File: src/rtl/levenshtein_pm_generator_if.sv
// Stream bundle between the dictionary/search-word sources, the pm generator and the distance stage.
// The master drives the inputs of both source streams; the slave (the generator) drives the pm stream.
interface levenshtein_pm_generator_if #(
  parameter int BITVECTOR_WIDTH = 8,
  parameter int CHAR_WIDTH      = 8
);
  logic                       s_word_tvalid;
  logic                       s_word_tready;
  logic [CHAR_WIDTH-1:0]      s_word_tdata;
  logic                       s_word_tlast;

  logic                       s_axis_tvalid;
  logic                       s_axis_tready;
  logic [CHAR_WIDTH-1:0]      s_axis_tdata;
  logic                       s_axis_tlast;
  logic                       s_axis_tuser;

  logic                       m_axis_tvalid;
  logic [BITVECTOR_WIDTH-1:0] m_axis_tdata;
  logic                       m_axis_tuser;
  logic                       m_axis_tlast;

  modport master (
    output s_word_tvalid, s_word_tdata, s_word_tlast,
    input  s_word_tready,
    output s_axis_tvalid, s_axis_tdata, s_axis_tlast, s_axis_tuser,
    input  s_axis_tready,
    input  m_axis_tvalid, m_axis_tdata, m_axis_tuser, m_axis_tlast
  );

  modport slave (
    input  s_word_tvalid, s_word_tdata, s_word_tlast,
    output s_word_tready,
    input  s_axis_tvalid, s_axis_tdata, s_axis_tlast, s_axis_tuser,
    output s_axis_tready,
    output m_axis_tvalid, m_axis_tdata, m_axis_tuser, m_axis_tlast
  );
endinterface

File: src/rtl/levenshtein_pm_generator.sv
// Stores a search word and converts a dictionary character stream into pattern-match vectors,
// framing every dictionary word with tuser beats for the downstream distance stage.
//
// state  | meaning
// IDLE   | no search word stored yet
// LOAD   | receiving search word characters
// LOADED | search word stored, waiting for a new word or a dictionary pass
// PRIME  | emit the initial tuser beat of a pass
// STREAM | one pm beat per accepted dictionary character
// TERM   | emit the terminating tuser beat of a dictionary word
module levenshtein_pm_generator #(
  parameter int BITVECTOR_WIDTH = 8,
  parameter int DISTANCE_WIDTH  = 8,
  parameter int CHAR_WIDTH      = 8
) (
  input  logic                       aclk,
  input  logic                       areset,
  levenshtein_pm_generator_if.slave  bus,
  output logic [DISTANCE_WIDTH-1:0]  word_size,
  output logic [BITVECTOR_WIDTH-1:0] mask,
  output logic                       word_overflow
);

  localparam logic [DISTANCE_WIDTH-1:0] BVW_D = DISTANCE_WIDTH'(BITVECTOR_WIDTH);

  typedef enum logic [2:0] {
    IDLE, LOAD, LOADED, PRIME, STREAM, TERM
  } state_t;

  state_t                      state_q, state_d;
  logic [CHAR_WIDTH-1:0]       word_q [BITVECTOR_WIDTH];
  logic [CHAR_WIDTH-1:0]       word_d [BITVECTOR_WIDTH];
  logic [DISTANCE_WIDTH-1:0]   count_q, count_d;
  logic [BITVECTOR_WIDTH-1:0]  mask_q, mask_d;
  logic                        ovf_q, ovf_d;
  logic                        pass_end_q, pass_end_d;
  logic                        m_valid_q, m_valid_d;
  logic [BITVECTOR_WIDTH-1:0]  m_data_q, m_data_d;
  logic                        m_user_q, m_user_d;
  logic                        m_last_q, m_last_d;
  logic                        word_rdy, char_rdy, word_acc, char_acc;

  assign word_rdy = (state_q == IDLE) || (state_q == LOAD) || (state_q == LOADED);
  assign char_rdy = (state_q == STREAM);
  assign word_acc = word_rdy && bus.s_word_tvalid;
  assign char_acc = char_rdy && bus.s_axis_tvalid;

  always_comb begin
    state_d    = state_q;
    word_d     = word_q;
    count_d    = count_q;
    mask_d     = mask_q;
    ovf_d      = ovf_q;
    pass_end_d = pass_end_q;
    m_valid_d  = 1'b0;
    m_data_d   = '0;
    m_user_d   = 1'b0;
    m_last_d   = 1'b0;

    case (state_q)
      IDLE, LOADED: begin
        if (word_acc) begin
          // The accepting beat is already character 0 of the new word.
          word_d[0] = bus.s_word_tdata;
          count_d   = DISTANCE_WIDTH'(1);
          mask_d    = BITVECTOR_WIDTH'(1);
          ovf_d     = 1'b0;
          state_d   = bus.s_word_tlast ? LOADED : LOAD;
        end else if ((state_q == LOADED) && bus.s_axis_tvalid) begin
          state_d = PRIME;
        end
      end
      LOAD: begin
        if (word_acc) begin
          if (count_q < BVW_D) begin
            for (int j = 0; j < BITVECTOR_WIDTH; j++) begin
              if (count_q == DISTANCE_WIDTH'(j)) word_d[j] = bus.s_word_tdata;
            end
            mask_d  = BITVECTOR_WIDTH'(1) << count_q;
            count_d = count_q + DISTANCE_WIDTH'(1);
          end else begin
            ovf_d = 1'b1;
          end
          if (bus.s_word_tlast) state_d = LOADED;
        end
      end
      PRIME: begin
        m_valid_d = 1'b1;
        m_user_d  = 1'b1;
        state_d   = STREAM;
      end
      STREAM: begin
        if (char_acc) begin
          m_valid_d = 1'b1;
          for (int j = 0; j < BITVECTOR_WIDTH; j++) begin
            m_data_d[j] = (word_q[j] == bus.s_axis_tdata) && (DISTANCE_WIDTH'(j) < count_q);
          end
          if (bus.s_axis_tlast) begin
            pass_end_d = bus.s_axis_tuser;
            state_d    = TERM;
          end
        end
      end
      TERM: begin
        m_valid_d = 1'b1;
        m_user_d  = 1'b1;
        m_last_d  = pass_end_q;
        state_d   = pass_end_q ? LOADED : STREAM;
      end
      default: state_d = IDLE;
    endcase
  end

  always_ff @(posedge aclk) begin
    if (areset) begin
      state_q    <= IDLE;
      count_q    <= '0;
      mask_q     <= '0;
      ovf_q      <= 1'b0;
      pass_end_q <= 1'b0;
      m_valid_q  <= 1'b0;
      m_data_q   <= '0;
      m_user_q   <= 1'b0;
      m_last_q   <= 1'b0;
      for (int j = 0; j < BITVECTOR_WIDTH; j++) word_q[j] <= '0;
    end else begin
      state_q    <= state_d;
      count_q    <= count_d;
      mask_q     <= mask_d;
      ovf_q      <= ovf_d;
      pass_end_q <= pass_end_d;
      m_valid_q  <= m_valid_d;
      m_data_q   <= m_data_d;
      m_user_q   <= m_user_d;
      m_last_q   <= m_last_d;
      for (int j = 0; j < BITVECTOR_WIDTH; j++) word_q[j] <= word_d[j];
    end
  end

  assign bus.s_word_tready = word_rdy;
  assign bus.s_axis_tready = char_rdy;
  assign bus.m_axis_tvalid = m_valid_q;
  assign bus.m_axis_tdata  = m_data_q;
  assign bus.m_axis_tuser  = m_user_q;
  assign bus.m_axis_tlast  = m_last_q;
  assign word_size         = count_q;
  assign mask              = mask_q;
  assign word_overflow     = ovf_q;

endmodule

File: src/flat_wrapper.sv
// flat-port wrapper written by rule: the top's interface ports become plain ports
module levenshtein_pm_generator_flat 
#(
  parameter int BITVECTOR_WIDTH = 8,
  parameter int DISTANCE_WIDTH  = 8,
  parameter int CHAR_WIDTH      = 8
)
  (aclk, areset, word_size, mask, word_overflow, bus_s_word_tvalid, bus_s_word_tdata, bus_s_word_tlast, bus_s_word_tready, bus_s_axis_tvalid, bus_s_axis_tdata, bus_s_axis_tlast, bus_s_axis_tuser, bus_s_axis_tready, bus_m_axis_tvalid, bus_m_axis_tdata, bus_m_axis_tuser, bus_m_axis_tlast);
  levenshtein_pm_generator_if #(.BITVECTOR_WIDTH(BITVECTOR_WIDTH), .CHAR_WIDTH(CHAR_WIDTH)) bus_i ();
  input  logic aclk;
  input  logic areset;
  output logic [DISTANCE_WIDTH-1:0] word_size;
  output logic [BITVECTOR_WIDTH-1:0] mask;
  output logic word_overflow;
  input wire logic [$bits(bus_i.s_word_tvalid)-1:0] bus_s_word_tvalid;
  input wire logic [$bits(bus_i.s_word_tdata)-1:0] bus_s_word_tdata;
  input wire logic [$bits(bus_i.s_word_tlast)-1:0] bus_s_word_tlast;
  output wire logic [$bits(bus_i.s_word_tready)-1:0] bus_s_word_tready;
  input wire logic [$bits(bus_i.s_axis_tvalid)-1:0] bus_s_axis_tvalid;
  input wire logic [$bits(bus_i.s_axis_tdata)-1:0] bus_s_axis_tdata;
  input wire logic [$bits(bus_i.s_axis_tlast)-1:0] bus_s_axis_tlast;
  input wire logic [$bits(bus_i.s_axis_tuser)-1:0] bus_s_axis_tuser;
  output wire logic [$bits(bus_i.s_axis_tready)-1:0] bus_s_axis_tready;
  output wire logic [$bits(bus_i.m_axis_tvalid)-1:0] bus_m_axis_tvalid;
  output wire logic [$bits(bus_i.m_axis_tdata)-1:0] bus_m_axis_tdata;
  output wire logic [$bits(bus_i.m_axis_tuser)-1:0] bus_m_axis_tuser;
  output wire logic [$bits(bus_i.m_axis_tlast)-1:0] bus_m_axis_tlast;
  assign bus_i.s_word_tvalid = bus_s_word_tvalid;
  assign bus_i.s_word_tdata = bus_s_word_tdata;
  assign bus_i.s_word_tlast = bus_s_word_tlast;
  assign bus_s_word_tready = bus_i.s_word_tready;
  assign bus_i.s_axis_tvalid = bus_s_axis_tvalid;
  assign bus_i.s_axis_tdata = bus_s_axis_tdata;
  assign bus_i.s_axis_tlast = bus_s_axis_tlast;
  assign bus_i.s_axis_tuser = bus_s_axis_tuser;
  assign bus_s_axis_tready = bus_i.s_axis_tready;
  assign bus_m_axis_tvalid = bus_i.m_axis_tvalid;
  assign bus_m_axis_tdata = bus_i.m_axis_tdata;
  assign bus_m_axis_tuser = bus_i.m_axis_tuser;
  assign bus_m_axis_tlast = bus_i.m_axis_tlast;
  levenshtein_pm_generator #(.BITVECTOR_WIDTH(BITVECTOR_WIDTH), .DISTANCE_WIDTH(DISTANCE_WIDTH), .CHAR_WIDTH(CHAR_WIDTH)) u_core (.aclk(aclk), .areset(areset), .bus(bus_i), .word_size(word_size), .mask(mask), .word_overflow(word_overflow));
endmodule
File: config.mk
export PLATFORM = sky130hd
export DESIGN_NAME = levenshtein_pm_generator_flat
export DESIGN_NICKNAME = d
export VERILOG_FILES = /design/src/rtl/levenshtein_pm_generator_if.sv /design/src/rtl/levenshtein_pm_generator.sv /design/src/flat_wrapper.sv
export SDC_FILE = /design/constraint.sdc
export NUM_CORES = 1
export LEC_CHECK = 0
export BUFFER_PORTS_ARGS = -buffer_cell sky130_fd_sc_hd__clkbuf_2
export CORE_MARGIN = 2
export CORE_UTILIZATION = 65
export CTS_BUF_LIST = sky130_fd_sc_hd__clkbuf_8
export CTS_CLUSTER_SIZE = 28
export DETAILED_ROUTE_END_ITERATION = 10
export MAX_ROUTING_LAYER = met4
export PLACE_DENSITY = 0.88
export SETUP_SLACK_MARGIN = 0.3
export SLEW_MARGIN = 20
export SYNTH_ARGS = -nofsm -noshare
export SYNTH_HDL_FRONTEND = slang
export SYNTH_SLANG_ARGS = --single-unit
export TNS_END_PERCENT = 20
File: constraint.sdc
create_clock -name aclk -period 5.55 [get_ports aclk]
set_clock_uncertainty 0.15 [all_clocks]
set_input_delay 0.2775 -clock aclk [delete_from_list [all_inputs] [get_ports aclk]]
set_output_delay 0.2775 -clock aclk [all_outputs]
set_load 0.02 [all_outputs]
; After elaboration in Yosys (flattened, before gate mapping)
; Cells that the tools add are included.
; Widths: inputs -> output; s select.
[totals]
register_bits = 96
latch_bits = 0
ramBits = 0
romBits = 0
mem_count = 0
[classes]
n_addsub = 1
n_mul = 0
n_div = 0
n_lt_le_gt_ge = 9
eq_ne = 29
shift = 1
mux = 35
n_bitwise = 3
n_reduce_logical = 32
[ops]
columns = cell, count
row1 = $mux 64, 2
row2 = $mux 8, 14
row3 = $eq 8x8->1, 8
row4 = $pmux 8 s2, 3
row5 = $reduce_and 4->1, 9
row6 = $eq 8x3->1 const B, 4
row7 = $lt 3x8->1 const A, 4
row8 = $mux 3, 7
row9 = $eq 8x2->1 const B, 2
row10 = $lt 1x8->1 const A, 2
row11 = $lt 2x8->1 const A, 2
row12 = $pmux 3 s5, 1
row13 = $ne 2x2->1 const B, 6
row14 = $logic_and 1x1->1, 11
row15 = $reduce_and 5->1, 2
row16 = $add 8x1->8 const B, 1
row17 = $eq 8x1->1 const B, 1
row18 = $logic_not 8->1, 1
row19 = $lt 8x4->1 const B, 1
row20 = $shl 1x8->8 const A, 1
row21 = $eq 3x2->1 const B, 2
row22 = $eq 3x3->1 const B, 2
row23 = $reduce_or 2->1, 3
row24 = $mux 1, 5
row25 = 11 further kinds, 16

; Depth between registers and ports, before layout
; Gate-level depths: netlist (run 1).
[logic_depth]
ltp_word = 6
depth_mapped = 6
ltp_nobuf = 6

; Worst setup path after synthesis (run 1)
; OpenSTA, ideal clock, no wires.
[synth_path]
kind = register to register
from = register u_core.state_q[2]
to = register u_core.m_data_q[4] (netlist: u_core.bus.m_axis_tdata[4])
arrival_ns = 1.897
slack_ns = 3.388
path_stages_with_launch = 6
n_path_buf = 2
cell_sequence = dfxtp_1 > buf_4 > buf_4 > nor3b_1 > nand3b_1 > a2111oi_0
[synth_via]
elab_chain_cells = 4
[synth_lines]
columns = item, line_no
row1 = start: declaration, levenshtein_pm_generator.sv:30  ; state_t state_q, state_d;
row2 = start signal: assignment, levenshtein_pm_generator.sv:127  ; state_q <= state_d;
row3 = $eq 3x3->1 (*), levenshtein_pm_generator.sv:44  ; assign char_rdy = (state_q == STREAM);
row4 = via bus_s_axis_tready, flat_wrapper.sv:23  ; output wire logic [$bits(bus_i.s_axis_tready)-1:0] bus_s_axis_tready;
row5 = $logic_and 1x1->1, levenshtein_pm_generator.sv:46  ; assign char_acc = char_rdy && bus.s_axis_tvalid;
row6 = $not 1->1 (no source line), n/a
row7 = $reduce_or 3->1 (no source line) (*), n/a
row8 = end signal: assignment, levenshtein_pm_generator.sv:133  ; m_data_q <= m_data_d;
row9 = end: declaration, levenshtein_pm_generator.sv:38  ; logic [BITVECTOR_WIDTH-1:0] m_data_q, m_data_d;
; Mark *: on every way through the listed nets, which the timed path passes. The rest lies on a longest branch.
; A chain may end at the register's enable or synchronous reset.

; Final worst setup path (run 1)
[layout_path]
from = register u_core.state_q[0]
to = register u_core.word_q[4] in the netlist's numbering
[layout_via]
elab_chain_cells = 5
[layout_lines]
columns = item, line_no
row1 = $eq 3x1->1 or $logic_not 3->1 (tied branches), "levenshtein_pm_generator.sv:43, levenshtein_pm_generator.sv:60"
row2 = $logic_or 1x1->1 (2 in series), levenshtein_pm_generator.sv:43  ; assign word_rdy = (state_q == IDLE) || (state_q == LOAD) || (state_q == LOADED);
row3 = $logic_and 1x1->1, levenshtein_pm_generator.sv:45  ; assign word_acc = word_rdy && bus.s_word_tvalid;
row4 = $reduce_and 4->1 (no source line) (*), n/a
row5 = end: declaration, levenshtein_pm_generator.sv:31  ; logic [CHAR_WIDTH-1:0] word_q [BITVECTOR_WIDTH];
; Mark *: on every way between the ends. The rest lies on a longest branch, timed or not.

==> impl_metrics.json, run 1 <==
{
  "wl_per_cell_um": 17.9,
  "synth_ff_type": "dfxtp_1",
  "status": "finished, final reports clean",
  "ys_async_sr_fraction_pct": 0,
  "die-area_um2": 7680,
  "grt_usage_pct": 30.1,
  "hold_path_class": "primary input to flop",
  "vias": 3548,
  "die_w_um": 87.7,
  "postCtsHoldBufs": 1,
  "clk_pin_slew_ns": 0.09,
  "synth_edf_count": 0,
  "cap_violations": 0,
  "ctsRootBufferMaster": "clkbuf_8",
  "grt_remaining_overflow": 0,
  "final_nets": 525,
  "hold_depth": 4,
  "power_density_nw_per_um2": 284,
  "final_common_cell": "dfxtp_1",
  "place_ws_ns": 2.99,
  "syn2layout_area_growth_pct": 9.76,
  "layout-drive-gt1-share_pct": 15.9,
  "post-route-period-util_pct": 47.0,
  "worstMarginPinSlew_ns": 0.860,
  "drc": 0,
  "synth.top_cell.area_share_pct": 42.2,
  "rows": 30,
  "cts_buffers": 9,
  "grt_pass1_wl_um": 16900,
  "multi_input_area_um2": 2430,
  "post-cts-setup-buffer-count": 0,
  "synth_area_leaders": "dfxtp_1, mux2i_1, xnor2_1, nor2_1, nand4_1",
  "ys_ff_latch": 96,
  "yosys_warnings": 0,
  "cp.required_ns": 5.63,
  "fmax_mhz": 383,
  "ff_latch_area_um2": 1920,
  "yosysSeqAreaShare_pct": 42.2,
  "setup_slack_ns": 2.94,
  "fill_cells": 489,
  "rsz0062_at_grt": "false",
  "cts_max_path_buffers": 2,
  "n_antenna_cell": 0,
  "place.gp.congestion": 0.855,
  "syn-instance-count": 471,
  "worstSetupEndpointType": "flop",
  "grt_max_degree": 87,
  "numPortBuffers": 52,
  "maxSlewViolCount": 0,
  "post-dp-hpwl_um": 7020,
  "fin_crit_ns": 2.61,
  "start_kind": "flop",
  "clock_latency_ns": 0.37,
  "hold_viol": 0,
  "critPathMaxFanout": 14,
  "syn_nets": 497,
  "cts_tree": "built",
  "mostFrequentLayoutCells": "dfxtp_1, nor2_1, xnor2_1, mux2i_1, clkbuf_2",
  "start_util_pct": 67.0,
  "setup_violations": 0,
  "reg2reg_depth": 4,
  "clkSinkCount": 96,
  "pin_count": 53,
  "relSlewSlack_pct": 42.7,
  "routed_wl_um": 10700,
  "synth.avg_cell_area_um2": 9.66,
  "core-area_um2": 6790,
  "cts_resized": 0,
  "critPathKind": "flop to flop",
  "grt_pass1_vias": 3368,
  "syn_area_um2": 4550,
  "final_cell_count_no_fill": 600,
  "drtIter0Drc": 299,
  "vdd.ir_drop.worst_mv": 0.217,
  "setup_tns_ns": 0,
  "die_h_um": 87.7,
  "h-tree-depth": 3,
  "cellLeakagePower_uw": 0.00203,
  "via_per_inst": 5.91,
  "synth.distinct_cells": 42,
  "yosysTopAreaCell": "dfxtp_1",
  "place_inst": 583,
  "critPathArrivalTime_ns": 2.69,
  "dr.pass1.iters": 5,
  "ant_nets": 0,
  "antenna_found_initial": 0
}
## per-stage QoR
stage / cell area (um^2) / total power [uW] / hold slack (ns) / util [%]
final: 4990 / 1420 / 0.0850 / 73.5
after global routing: 4990 / 1470 / 0.103 / 73.5
after CTS: 4990 / 1410 / 0.0812 / 73.4
after detailed placement: 4760 / 923 / 0.299 / 70.1
after global placement: 4760 / 917 / 0.288 / 70.1
after floorplan: 4550 / 879 / 0.211 / -
## flip-flops by register name (all words and copies together), names as in the netlist
register / count
u_core.bus.m_axis_tdata: 8
u_core.bus.m_axis_tlast: 1
u_core.bus.m_axis_tuser: 1
u_core.bus.m_axis_tvalid: 1
u_core.mask: 8
u_core.pass_end_q: 1
u_core.state_q: 3
u_core.word_overflow: 1
u_core.word_q: 64
u_core.word_size: 8
## worst paths after layout
check                     from  slack, ns                 to
min reg2reg     u_core.mask[2]       0.31     u_core.mask[2]
max          u_core.state_q[0]       2.94   u_core.word_q[4]
max reg2reg  u_core.state_q[0]       2.94   u_core.word_q[4]
min           bus_s_word_tlast       0.08  u_core.state_q[0]
## logic make-up after synthesis
kind of cell | count (synthesis) | synth area share (%)
compound gates | 55 | 7.62
xor+xnor | 65 | 12.5
fa+ha+maj | 3 | 0.825
buf+inv | 42 | 4.37
flops | 96 | 42.2
mux | 57 | 12.5
simple gates | 153 | 19.9
## critical path, stage by stage (launching register included)
cell,delay [ns]
dfxtp_1,0.59
nor4b_4,0.72
and4_1,0.67
mux2i_1,0.26
nor2_1,0.07
## power by group
group	switching, uW	total, uW	internal, uW	leakage (uW)
Sequential	21.9	726	705	0.000776
Clock	253	507	255	0.000111
Combinational	115	186	70.3	0.00115
Total	390	1420	1030	0.00203
## per-layer routing
layer,up-vias,global-route usage [%],share of wire (%)
met4,0,14.5,2.4
met5,-,-,0
met3,23,4.05,5.9
met1,1705,36.2,43
met2,140,49.7,49
li1,1680,-,-
## cell type report
type | instances | area share [%]
multi-input cells | 333 | 48.7
flip-flops and latches | 96 | 38.5
repair buffers | 55 | 5.71
clock buffers | 9 | 2.48
well taps | 96 | 2.41
clock inverters | 7 | 1.88
inverters | 4 | 0.301
## synth_stat cells (6+ instances only)
library cell	instances
nor2_1	65
a21oi_1	19
clkbuf_1	23
buf_2	9
a2111oi_0	6
nand3b_1	7
o211ai_1	8
dfxtp_1	96
nand4_1	19
o21ai_0	11
mux2i_1	57
and2_1	6
nand2_1	13
xnor2_1	65
Note: power is estimated with default switching activity, not from simulation.
==> run 2, diff against run 1 <==
CORE_UTILIZATION = 55   (was 65)
PLACE_DENSITY = 0.79   (was 0.88)
clock period = 2.1 ns   (was 5.55 ns; I/O delays follow)
==> impl_metrics.json, run 2 (same netlist as run 1, synthesis figures left out) <==
{
  "status": "finished, final reports clean",
  "cts_tree": "built",
  "cap_violations": 0,
  "ctsRootBufferMaster": "clkbuf_8",
  "start_kind": "flop",
  "slowest_delay_ns": 0.56,
  "grt_pass1_wl_um": 18500,
  "antenna_found_initial": 0,
  "rsz0062_at_grt": "true",
  "clock_latency_ns": 0.38,
  "timing.rr.end": "u_core.word_q[62]",
  "vdd.ir_drop.worst_mv": 0.491,
  "fill_cells": 634,
  "grt_max_degree": 47,
  "min_to": "u_core.word_q[21]",
  "die-area_um2": 9020,
  "grt_pass1_vias": 3687,
  "final_common_cell": "dfxtp_1",
  "regMostFlops": "u_core.word_q",
  "worstSetupEndpointType": "flop",
  "rows": 33,
  "place_inst": 616,
  "power_density_nw_per_um2": 742,
  "numPortBuffers": 52,
  "critPathKind": "flop to flop",
  "syn2layout_area_growth_pct": 18.4,
  "post-route-period-util_pct": 87.4,
  "setup_tns_ns": 0,
  "multi_input_area_um2": 2490,
  "utilization_pct": 66.2,
  "core-area_um2": 8130,
  "post-dp-hpwl_um": 7580,
  "hold_depth": 3,
  "vias": 3627,
  "cts_buffers": 9,
  "dr.pass1.iters": 4,
  "place_area_um2": 4970,
  "critPathMaxFanout": 8,
  "worstMarginPinSlew_ns": 0.486,
  "die_h_um": 95.0,
  "clk_pin_slew_ns": 0.09,
  "drtIter0Drc": 166,
  "final_cell_count_no_fill": 642,
  "wl_per_cell_um": 17.5,
  "grt_usage_pct": 28.1,
  "start_util_pct": 55.9,
  "layout-drive-gt1-share_pct": 24.0,
  "fin_crit_ns": 1.84,
  "ant_nets": 0,
  "hold_viol": 0,
  "routed_wl_um": 11300,
  "min_from": "bus_s_word_tdata[5]",
  "mostFrequentLayoutCells": "dfxtp_1, nor2_1, xnor2_1, mux2i_1, clkbuf_2",
  "largest_reg_flops": 64,
  "crit_path_top_delay_cell": "or4_4",
  "ff_latch_area_um2": 1940,
  "grt_remaining_overflow": 0,
  "place.gp.congestion": 0.896,
  "drc": 0,
  "r2r_setup_slack_ns": 0.26,
  "cp.required_ns": 2.26,
  "cellLeakagePower_uw": 0.00222,
  "r2r-start": "u_core.word_size[3]",
  "setup_violations": 0,
  "fmax_mhz": 545,
  "die_w_um": 95.0,
  "n_antenna_cell": 0,
  "whs_ns": 0.00864,
  "via_per_inst": 5.65,
  "pin_count": 53,
  "clkSinkCount": 96,
  "reg2reg_depth": 4,
  "cts_max_path_buffers": 2,
  "maxSlewViolCount": 0,
  "h-tree-depth": 3,
  "final_cell_area_um2": 5390,
  "final_nets": 558,
  "crit_path_cell_trace": "or4_4 > and4bb_4 > o211ai_1 > a21oi_1",
  "hold_path_class": "primary input to flop",
  "relSlewSlack_pct": 66.8,
  "critPathArrivalTime_ns": 1.99
}
run 2: cell count changes in the layout (fill, tap and decap cells not counted), sizes merged:
cell,previous run,this run
buf,2,28
clkbuf,61,62
bufinv,2,3
clkinvlp,1,0
inv,7,6
dlygate4sd3,1,8
run 2: metrics by stage:
stage	worst slack (ns)	power, uW
final	0.264	4000
after global routing	0.196	4150
after detailed placement	-0.0128	2490
after floorplan	0.154	2330
after CTS	0.189	4000
after global placement	0.0492	2480
run 2: worst max path at each step:
stage                                      end                 from  slack [ns]
floorplan                    u_core.word_q[31]  u_core.word_size[3]        0.15
global placement    u_core.bus.m_axis_tdata[0]    u_core.state_q[2]        0.05
detailed placement  u_core.bus.m_axis_tdata[0]    u_core.state_q[2]       -0.01
CTS                          u_core.word_q[26]  u_core.word_size[2]        0.19
global route                 u_core.word_q[56]  u_core.word_size[3]        0.20
finish                       u_core.word_q[62]  u_core.word_size[3]        0.26
run 2: cell type report:
| type | count | area share [%] |
|---|---|---|
| multi-input combinational | 333 | 46.2 |
| sequential | 96 | 36.0 |
| clock buffer | 10 | 2.56 |
| clock inverter | 6 | 2.09 |
| timing repair buffer | 88 | 10.4 |
| tap | 105 | 2.44 |
| inverter | 4 | 0.279 |
run 2: timing repair:
action	4_1_cts	5_1_grt
setup buffers	2	0
setup endpoints to repair	64	82
pin swaps	4	1
gates resized for setup	24	8
hold endpoints to repair	15	0
hold buffers	8	0
run 2: report_power, final:
group | internal, uW | total [uW] | switching, uW
Clock | 830 | 1490 | 665
Combinational | 252 | 600 | 348
Sequential | 1860 | 1900 | 42.7
Total | 2940 | 4000 | 1060
run 2: worst max-delay path, delay by kind of cell, from the launching register on:
| kind | cells | cell delay (ns) |
|---|---|---|
| and+or+nand+nor | 2 | 0.96 |
| DFF | 1 | 0.38 |
| AOI/OAI and AO/OA | 2 | 0.27 |
run 2: per-layer routing:
layer | wire length, um | GRT usage (%) | vias to the layer above
li1 | - | - | 1749
met1 | 5080 | 36.0 | 1747
met2 | 5270 | 43.6 | 108
met3 | 640 | 4.55 | 23
met4 | 270 | 12.8 | 0
met5 | 0 | - | -
==> run 3, diff against run 2 <==
BUFFER_PORTS_ARGS = -buffer_cell sky130_fd_sc_hd__buf_4   (was -buffer_cell sky130_fd_sc_hd__clkbuf_2)
==> impl_metrics.json, run 3 (same netlist as run 1, synthesis figures left out) <==
{
  "grt_pass1_vias": 3551,
  "grt_remaining_overflow": 0,
  "vdd.ir_drop.worst_mv": 0.518,
  "min_from": "bus_s_axis_tdata[6]",
  "crit_path_cell_trace": "or4_4 > and4bb_4 > o211ai_1 > a21oi_1",
  "slowest_delay_ns": 0.58,
  "antenna_found_initial": 0,
  "clk_pin_slew_ns": 0.10,
  "ant_nets": 0,
  "grt_max_degree": 86,
  "setup_slack_ns": 0.269,
  "rows": 33,
  "via_per_inst": 5.63,
  "ctsRootBufferMaster": "clkbuf_8",
  "cts_max_path_buffers": 2,
  "setup_violations": 0,
  "critPathArrivalTime_ns": 1.97,
  "clock_latency_ns": 0.37,
  "largest_reg_flops": 64,
  "drc": 0,
  "numPortBuffers": 52,
  "startpoint": "u_core.word_size[3]",
  "cts_buffers": 9,
  "setup_tns_ns": 0,
  "relSlewSlack_pct": 42.6,
  "post-dp-hpwl_um": 7380,
  "h-tree-depth": 3,
  "power_density_nw_per_um2": 668,
  "start_kind": "flop",
  "pin_count": 53,
  "drtIter0Drc": 204,
  "mostFrequentLayoutCells": "dfxtp_1, buf_4, nor2_1, xnor2_1, mux2i_1",
  "critPathKind": "flop to flop",
  "rsz0062_at_grt": "true",
  "status": "finished, final reports clean",
  "place_ws_ns": 0.0303,
  "r2r-start": "u_core.word_size[3]",
  "dr.pass1.iters": 4,
  "cellLeakagePower_uw": 0.00224,
  "maxSlewViolCount": 0,
  "wl_per_cell_um": 17.4,
  "layout-drive-gt1-share_pct": 24.2,
  "regMostFlops": "u_core.word_q",
  "power.total_uw": 3700,
  "place_area_um2": 5090,
  "n_antenna_cell": 0,
  "final_cell_area_um2": 5540,
  "fin_crit_ns": 1.83,
  "fmax_mhz": 546,
  "grt_pass1_wl_um": 17900,
  "place_inst": 612,
  "start_util_pct": 55.9,
  "final_nets": 563,
  "die_h_um": 95.0,
  "core-area_um2": 8130,
  "worstMarginPinSlew_ns": 0.861,
  "crit_path_top_delay_cell": "or4_4",
  "worstSetupEndpointType": "flop",
  "routed_wl_um": 11300,
  "critPathMaxFanout": 8,
  "grt_usage_pct": 27.0,
  "final_common_cell": "dfxtp_1",
  "syn2layout_area_growth_pct": 21.7,
  "hold_path_class": "primary input to flop",
  "hold_viol": 0,
  "clkSinkCount": 96,
  "final_cell_count_no_fill": 647,
  "cp.required_ns": 2.24,
  "die_w_um": 95.0,
  "die-area_um2": 9020,
  "cts_tree": "built",
  "post-route-period-util_pct": 87.2,
  "vias": 3645,
  "place.gp.congestion": 0.872,
  "cap_violations": 0
}
[run 3: cell count changes in the layout (fill, tap and decap cells not counted), moves of 3 or more]
cell           delta
clkinvlp_4        +3
bufinv_16         -3
buf_6             +3
buf_4            +49
o21ai_1           -3
o21ai_2           +3
dlygate4sd3_1     +4
clkbuf_2         -52
[run 3: layout make-up]
type,instances,area [um^2]
clock buffer,10,138
timing repair buffer,93,759
sequential,96,1940
clock inverter,6,51.3
fill,642,2600
tap,105,131
inverter,4,15.0
multi-input combinational,333,2500
[run 3: path summary, 6_finish.rpt]
kind / end / slack (ns) / depth (start not counted)
setup / recovery: u_core.word_q[63] / 0.27 / 4
setup reg to reg: u_core.word_q[63] / 0.27 / 4
hold / removal: u_core.bus.m_axis_tdata[7] / 0.01 / 4
hold reg to reg: u_core.mask[1] / 0.31 / 2
[run 3: per-layer routing]
metal	vias up	track usage, %	share of wire, %
met1	1761	33.4	43
met4	0	9.90	1.9
met5	-	-	0
li1	1760	-	-
met2	106	44.7	49
met3	18	4.31	5.3
[run 3: where the power goes]
| group | total (uW) | internal, uW | switching [uW] |
|---|---|---|---|
| combinational | 624 | 274 | 350 |
| sequential | 1910 | 1860 | 44.6 |
| clock | 1160 | 479 | 685 |
| total | 3700 | 2620 | 1080 |
[run 3: critical path, delay by kind of cell (launching register included)]
family          cells  cell delay, ns
compound gates      2            0.25
flops               1            0.37
simple gates        2            0.98
[run 3: repair_timing]
action | 4_1_cts | 5_1_grt
gates resized for setup | 25 | 11
setup buffers | 5 | 2
pin swaps | 15 | 7
hold buffers | 12 | 0
setup endpoints to repair | 63 | 79
cloned | 0 | 0
hold endpoints to repair | 66 | 0
[run 3: through the flow]
stage	util, %	hold WS [ns]
global placement	62.5	0.190
detailed placement	62.5	0.198
global route	68.1	0.0121
CTS	67.4	0.0129
floorplan	-	0.0382
finish	68.1	0.0149
